[src/rtl/fpdlink_tx_encoder_pkg.sv]
// FPD-Link transmit encoder shared definitions: half-word bit positions, widths, FSM encoding.
// Latency: n/a (constants and a pure packing function).
// Backpressure: n/a.
package fpdlink_tx_encoder_pkg;

    localparam int PIX_W  = 18;   // {r[5:0], g[5:0], b[5:0]}
    localparam int HALF_W = 21;   // one pixel plus DE/VS/HS, 3 lanes x 7 bits
    localparam int WORD_W = 2 * HALF_W;
    localparam int CNT_W  = 12;

    // Bit positions inside one 21-bit half (odd half sits 21 above these)
    localparam int POS_G0      = 20;
    localparam int POS_R_LSB   = 14;  // r[5:0] at 19:14
    localparam int POS_B10_LSB = 12;  // b[1:0] at 13:12
    localparam int POS_G51_LSB = 7;   // g[5:1] at 11:7
    localparam int POS_DE      = 6;
    localparam int POS_VS      = 5;
    localparam int POS_HS      = 4;
    localparam int POS_B52_LSB = 0;   // b[5:2] at 3:0

    typedef enum logic {
        ST_IDLE = 1'b0,
        ST_RUN  = 1'b1
    } state_e;

    typedef logic [HALF_W-1:0] half_t;

    // Scatter one RGB666 pixel and the timing flags into the lane bit order
    function automatic half_t pack_half(input logic [PIX_W-1:0] pix,
                                        input logic de, input logic vs, input logic hs);
        half_t      w;
        logic [5:0] r;
        logic [5:0] g;
        logic [5:0] b;
        r = pix[17:12];
        g = pix[11:6];
        b = pix[5:0];
        w = '0;
        w[POS_G0]              = g[0];
        w[POS_R_LSB   +: 6]    = r;
        w[POS_B10_LSB +: 2]    = b[1:0];
        w[POS_G51_LSB +: 5]    = g[5:1];
        w[POS_DE]              = de;
        w[POS_VS]              = vs;
        w[POS_HS]              = hs;
        w[POS_B52_LSB +: 4]    = b[5:2];
        return w;
    endfunction

endpackage

[src/rtl/fpdlink_tx_encoder_video_timing_gen.sv]
// Video timing generator: h/v counters with active/sync window decode and frame-origin flag.
// Latency: decodes are combinational from the current counter values; counters step on advance_i.
// Backpressure: none; counters hold at their value whenever advance_i is low.
module video_timing_gen
    import fpdlink_tx_encoder_pkg::*;
#(
    parameter int H_ACTIVE = 400,
    parameter int H_FP     = 20,
    parameter int H_SYNC   = 10,
    parameter int H_BP     = 20,
    parameter int V_ACTIVE = 600,
    parameter int V_FP     = 3,
    parameter int V_SYNC   = 2,
    parameter int V_BP     = 20
) (
    input  logic clk,
    input  logic rst,
    input  logic advance_i,
    output logic de_o,
    output logic hs_o,
    output logic vs_o,
    output logic origin_o
);

    localparam int H_TOTAL = H_ACTIVE + H_FP + H_SYNC + H_BP;
    localparam int V_TOTAL = V_ACTIVE + V_FP + V_SYNC + V_BP;

    localparam logic [CNT_W-1:0] H_LAST   = CNT_W'(H_TOTAL - 1);
    localparam logic [CNT_W-1:0] V_LAST   = CNT_W'(V_TOTAL - 1);
    localparam logic [CNT_W-1:0] H_ACT    = CNT_W'(H_ACTIVE);
    localparam logic [CNT_W-1:0] V_ACT    = CNT_W'(V_ACTIVE);
    localparam logic [CNT_W-1:0] H_SYN_S  = CNT_W'(H_ACTIVE + H_FP);
    localparam logic [CNT_W-1:0] H_SYN_E  = CNT_W'(H_ACTIVE + H_FP + H_SYNC);
    localparam logic [CNT_W-1:0] V_SYN_S  = CNT_W'(V_ACTIVE + V_FP);
    localparam logic [CNT_W-1:0] V_SYN_E  = CNT_W'(V_ACTIVE + V_FP + V_SYNC);
    localparam logic [CNT_W-1:0] CNT_ONE  = CNT_W'(1);

    logic [CNT_W-1:0] h_cnt_q, h_cnt_d;
    logic [CNT_W-1:0] v_cnt_q, v_cnt_d;

    // Counter registers
    always_ff @(posedge clk or posedge rst) begin
        if (rst) begin
            h_cnt_q <= '0;
            v_cnt_q <= '0;
        end else begin
            h_cnt_q <= h_cnt_d;
            v_cnt_q <= v_cnt_d;
        end
    end

    // Raster advance: h wraps at end of line and bumps v, v wraps at end of frame
    always_comb begin
        h_cnt_d = h_cnt_q;
        v_cnt_d = v_cnt_q;
        if (advance_i) begin
            if (h_cnt_q == H_LAST) begin
                h_cnt_d = '0;
                v_cnt_d = (v_cnt_q == V_LAST) ? '0 : v_cnt_q + CNT_ONE;
            end else begin
                h_cnt_d = h_cnt_q + CNT_ONE;
            end
        end
    end

    // Region decode; hs runs on every line including vertical blanking
    always_comb begin
        de_o     = (h_cnt_q < H_ACT) && (v_cnt_q < V_ACT);
        hs_o     = (h_cnt_q >= H_SYN_S) && (h_cnt_q < H_SYN_E);
        vs_o     = (v_cnt_q >= V_SYN_S) && (v_cnt_q < V_SYN_E);
        origin_o = (h_cnt_q == '0) && (v_cnt_q == '0);
    end

endmodule

[src/rtl/fpdlink_tx_encoder.sv]
// Dual-pixel FPD-Link TX encoder: timing + RGB666 pair packing into the 42-bit serializer word.
// Latency: dout/frame_start one cycle after the counter position and pixel pair; pix_ready same cycle.
// Backpressure: none upstream-wards; a missing pair is replaced by black and flagged as sticky underflow.
module fpdlink_tx_encoder
    import fpdlink_tx_encoder_pkg::*;
#(
    parameter int H_ACTIVE = 400,
    parameter int H_FP     = 20,
    parameter int H_SYNC   = 10,
    parameter int H_BP     = 20,
    parameter int V_ACTIVE = 600,
    parameter int V_FP     = 3,
    parameter int V_SYNC   = 2,
    parameter int V_BP     = 20
) (
    input  logic              clk,
    input  logic              rst,
    input  logic              en,
    input  logic [PIX_W-1:0]  pix_odd,
    input  logic [PIX_W-1:0]  pix_even,
    input  logic              pix_valid,
    output logic              pix_ready,
    output logic              frame_start,
    output logic              underflow,
    input  logic              underflow_clr,
    output logic [WORD_W-1:0] dout
);

    state_e state_q, state_d;
    logic   run_now;

    logic tg_de, tg_hs, tg_vs, tg_origin;

    logic [PIX_W-1:0]  slot_odd, slot_even;
    logic [WORD_W-1:0] dout_q, dout_d;
    logic              frame_start_q, frame_start_d;
    logic              underflow_q, underflow_d;

    video_timing_gen #(
        .H_ACTIVE (H_ACTIVE),
        .H_FP     (H_FP),
        .H_SYNC   (H_SYNC),
        .H_BP     (H_BP),
        .V_ACTIVE (V_ACTIVE),
        .V_FP     (V_FP),
        .V_SYNC   (V_SYNC),
        .V_BP     (V_BP)
    ) u_timing (
        .clk       (clk),
        .rst       (rst),
        .advance_i (run_now),
        .de_o      (tg_de),
        .hs_o      (tg_hs),
        .vs_o      (tg_vs),
        .origin_o  (tg_origin)
    );

    // FSM state register
    always_ff @(posedge clk or posedge rst) begin
        if (rst) begin
            state_q <= ST_IDLE;
        end else begin
            state_q <= state_d;
        end
    end

    // FSM next state: en is only looked at while the raster sits at the frame origin
    always_comb begin
        state_d = state_q;
        case (state_q)
            ST_IDLE: if (en)               state_d = ST_RUN;
            ST_RUN:  if (tg_origin && !en) state_d = ST_IDLE;
            default:                       state_d = ST_IDLE;
        endcase
    end

    // FSM outputs: the cycle that leaves IDLE is already frame cycle (0,0)
    always_comb begin
        run_now = 1'b0;
        case (state_q)
            ST_IDLE: run_now = en;
            ST_RUN:  run_now = !(tg_origin && !en);
            default: run_now = 1'b0;
        endcase
    end

    // Handshake: ready is held low through reset so it drops asynchronously with the outputs
    assign pix_ready = run_now && tg_de && !rst;

    // Pair selection and next output word; blanking and idle words carry no colour
    always_comb begin
        slot_odd      = (pix_ready && pix_valid) ? pix_odd  : '0;
        slot_even     = (pix_ready && pix_valid) ? pix_even : '0;
        dout_d        = '0;
        if (run_now) begin
            dout_d = {pack_half(slot_odd,  tg_de, tg_vs, tg_hs),
                      pack_half(slot_even, tg_de, tg_vs, tg_hs)};
        end
        frame_start_d = run_now && tg_origin;
        underflow_d   = underflow_q;
        if (pix_ready && !pix_valid) begin
            underflow_d = 1'b1;
        end else if (underflow_clr) begin
            underflow_d = 1'b0;
        end
    end

    // Output register toward the serializer
    always_ff @(posedge clk or posedge rst) begin
        if (rst) begin
            dout_q        <= '0;
            frame_start_q <= 1'b0;
            underflow_q   <= 1'b0;
        end else begin
            dout_q        <= dout_d;
            frame_start_q <= frame_start_d;
            underflow_q   <= underflow_d;
        end
    end

    assign dout        = dout_q;
    assign frame_start = frame_start_q;
    assign underflow   = underflow_q;

endmodule

[config.mk]
export PLATFORM = sky130hd
export DESIGN_NAME = fpdlink_tx_encoder
export DESIGN_NICKNAME = d
export VERILOG_FILES = /design/src/rtl/fpdlink_tx_encoder_pkg.sv /design/src/rtl/fpdlink_tx_encoder_video_timing_gen.sv /design/src/rtl/fpdlink_tx_encoder.sv
export SDC_FILE = /design/constraint.sdc
export NUM_CORES = 1
export LEC_CHECK = 0
export BUFFER_PORTS_ARGS = -buffer_cell sky130_fd_sc_hd__buf_2
export CAP_MARGIN = 20
export CORE_MARGIN = 2
export CORE_UTILIZATION = 30
export CTS_CLUSTER_DIAMETER = 30
export DETAILED_ROUTE_END_ITERATION = 16
export PLACE_DENSITY = 0.56
export SLEW_MARGIN = 25
export SYNTH_ARGS = -nofsm -noshare
export SYNTH_HDL_FRONTEND = slang
export SYNTH_SLANG_ARGS = --single-unit
[constraint.sdc]
create_clock -name clk -period 2.29 [get_ports clk]
set_input_delay 0.458 -clock clk [delete_from_list [all_inputs] [get_ports clk]]
set_output_delay 0.458 -clock clk [all_outputs]
set_load 0.02 [all_outputs]
==> impl_metrics.py <==
metrics = {
    "outcome": {
        "status": "complete, but fails checks",
        "violations": "setup timing",
    },
    "setup_path": {
        "crit_fanout": 6,
        "crit_required_ns": 1.83,
        "rrSetupSlack_ns": 0,
        "regToRegStartpoint": "u_timing.v_cnt_q[0]$_DFFE_PP0P_",
        "r2r_end": "dout[26]$_DFF_PP0_",
        "end_kind": "output port",
        "r2r_cells": 16,
        "setup.worst_path.start": "u_timing.v_cnt_q[6]$_DFFE_PP0P_",
        "critPathLaunchType": "flop",
        "worstPathArrival_ns": 1.90,
        "path_class": "flop to output port",
    },
    "floorplanning": {
        "fp.dieW_um": 103,
        "ios": 86,
        "row_count": 36,
        "initial_core_util": 0.305,
        "fp.dieArea_um2": 10600,
        "core_area_um2": 9640,
        "die_h_um": 103,
    },
    "global_routing": {
        "grt_max_degree": 38,
        "grt_first_pass_wirelength_mm": 11.9,
        "overflow": 0,
        "antenna_found_initial": 0,
        "grt_usage": 0.146,
        "grt_pass1_vias": 2516,
    },
    "power": {
        "power.share.sequential": 0.443,
        "internal_power_uw": 2260,
        "pwr-share-comb": 0.176,
        "p_leak_uw": 0.00216,
        "powerDensity_nw_per_um2": 786,
        "vdd_drop_max_v": 0.000478,
        "p_sw_uw": 949,
        "clkPwrFrac": 0.381,
        "power_switching_share": 0.295,
    },
    "synthesis": {
        "synthTopCellsByArea": "dfrtp_1 (56%), and3_1 (6.6%), o21ai_0 (2.9%)",
        "ys_seq_area_frac": 0.561,
        "synth_area_um2": 2940,
        "synth-seq-cells": 66,
        "syn-mean-instance-area_um2": 11.1,
        "synth-async-reset-ratio": 1.00,
        "syn_inst": 264,
        "synth_edf_count": 0,
        "synth_top_cell_by_area": "dfrtp_1",
        "synth_fp_nets": 311,
        "yosys.cell_types.count": 47,
        "yosysWarnings": 0,
        "yosysTopAreaCellShare": 0.561,
        "synthFlopType": "dfrtp_1",
    },
    "layout": {
        "area_delta_synth_final_pct": 39.0,
        "seq_area_um2": 1660,
        "nets": 426,
        "utilization": 0.424,
        "multi_input_area_um2": 1240,
        "final_cells": 517,
        "fillers": 956,
        "layout-drive-gt1-share": 0.456,
        "insertedDiodeCount": 0,
    },
    "hold_path": {
        "hold_class": "input pin to asynchronous set/reset pin",
    },
    "clocking": {
        "numCtsBuffers": 9,
        "clkLatencyLatePin_ns": 0.34,
        "cts_root_buf": "clkbuf_8",
        "clk_pin_slew_ns": 0.08,
        "cts_tree": "built",
        "cts_buffer_depth": 2,
        "clock_sinks": 66,
        "h-tree-depth": 3,
    },
    "sta": {
        "fin_skew_ns": 0.00694,
        "min_period_over_period": 1.03,
        "finalHoldViolCount": 0,
        "timing.fmax_mhz": 425,
        "setup_violations": 1,
        "fin_crit_ns": 2.35,
        "setup_ws_ns": -0.0634,
        "rsz0062_at_grt": "yes",
        "report.final.slew_viol_count": 0,
        "worstMarginPinSlew_ns": 0.641,
        "slew_headroom": 0.572,
    },
    "placed_design": {
        "portBuffers": 85,
        "gp_congestion": 0.801,
        "place_inst": 484,
        "place_hpwl_mm": 4.69,
    },
    "detailed_routing": {
        "wirelength_mm": 7.22,
        "drtIter0Drc": 86,
        "vias": 2476,
        "routedWlPerCell_um": 14.0,
        "drtAntennaViolNets": 0,
        "drc": 0,
        "firstDrtPassIters": 4,
        "detail_route.vias_per_cell": 4.79,
    },
    "job": {
        "max_cap_violations": 0,
    },
}
==> cells in the final DEF (no fill, tap or decap), types with 3 or more instances in the layout <==
cell type	n
and3_2	8
nand2_1	15
dfrtp_2	5
nand3_1	9
nor3_1	8
nand4_1	7
and4_1	3
nor4_4	3
nor2b_1	3
inv_2	5
nand2b_1	4
dfrtp_1	61
bufinv_16	3
xor2_1	6
buf_4	35
clkinv_4	3
o21ai_0	17
and3_1	31
inv_1	6
buf_2	84
nor2_1	12
clkbuf_8	9
ha_4	3
o31ai_1	4
ha_1	3
==> what timing repair did <==
| item | 4_1_cts | 5_1_grt |
|---|---|---|
| pin swaps | 8 | 4 |
| setup buffers | 17 | 1 |
| gates resized for setup | 22 | 6 |
| gates cloned | 0 | 0 |
| endpoints found under the setup margin | 1 | 4 |
| hold buffers | 0 | 0 |
==> sequential cells by signal (all words and copies together), names as in the netlist <==
name	count
u_timing.h_cnt_q	12
frame_start	1
state_q	1
u_timing.v_cnt_q	12
dout	39
underflow	1
==> Yosys cell counts (3+ instances only) <==
library cell,instances
nor2b_1,3
nand2b_1,4
nor3_1,8
nand4_1,7
buf_4,4
inv_1,10
buf_6,4
nand2_1,16
buf_2,6
xor2_1,6
dfrtp_1,66
o31ai_1,4
nor2_1,12
o21ai_0,17
and3_2,8
and4_1,3
and3_1,31
nand3_1,11
clkbuf_1,4
ha_1,6
==> through the flow <==
step / power [uW] / hold slack (ns) / setup TNS (ns) / instance area, um^2 / setup WS [ns]
CTS: 3210 / 0.256 / -0.153 / 4060 / -0.0806
floorplan: 1720 / 0.462 / 0 / 2950 / 0.177
global route: 3380 / 0.284 / -0.200 / 4090 / -0.158
global placement: 1910 / 0.485 / 0 / 3590 / 0.187
detailed placement: 1910 / 0.484 / 0 / 3590 / 0.162
finish: 3210 / 0.251 / -0.0634 / 4090 / -0.0634
==> worst max-delay path, cell delays in order, from the launching register on <==
cell,delay [ns]
dfrtp_2,0.41
buf_4,0.15
and4b_1,0.18
nand3_2,0.11
nand3_2,0.12
nor4_4,0.36
buf_4,0.21
==> how the worst max path moves through the flow <==
stage | end | slack, ns | depth (start not counted)
5_1_grt | pix_ready | -0.16 | 5
4_1_cts | pix_ready | -0.08 | 4
3_3_place_gp | dout[1]$_DFF_PP0_ | 0.19 | 9
2_1_floorplan | dout[0]$_DFF_PP0_ | 0.18 | 1
3_5_place_dp | dout[1]$_DFF_PP0_ | 0.16 | 9
6_report | pix_ready | -0.06 | 6
==> layout make-up <==
type | count | area share
Sequential cell | 66 | 0.406
Multi-Input combinational cell | 169 | 0.303
Timing Repair Buffer | 122 | 0.180
Tap cell | 133 | 0.0407
Clock inverter | 7 | 0.0306
Clock buffer | 9 | 0.0303
Inverter | 11 | 0.0101
==> kinds of logic (layout without fill, tap and decap cells) <==
kind of cell | Yosys count | after routing | synth area share
AOI/OAI and AO/OA | 34 | 34 | 0.0800
DFF | 66 | 66 | 0.561
muxes | 2 | 2 | 0.00723
adders and majority gates | 6 | 6 | 0.0255
buffers and inverters | 29 | 149 | 0.0549
xor gates and xnor gates | 8 | 8 | 0.0238
and+or+nand+nor | 119 | 119 | 0.247
==> power groups by stage <==
stage | registers, uW | logic, uW | clock network, uW
after floorplan | 1420 | 300 | 0
after global placement | 1410 | 507 | 0
after detailed placement | 1410 | 507 | 0
after CTS | 1400 | 550 | 1260
after global routing | 1440 | 639 | 1300
final | 1420 | 565 | 1220
==> metal layers <==
layer / vias to the layer above / GRT usage / part of all wire
met5: - / 0 / 0
met3: 11 / 0.0529 / 0.077
met1: 1210 / 0.178 / 0.43
li1: 1159 / - / -
met4: 0 / 0.0709 / 0.019
met2: 96 / 0.230 / 0.47
(Power assumes the default switching activity.)
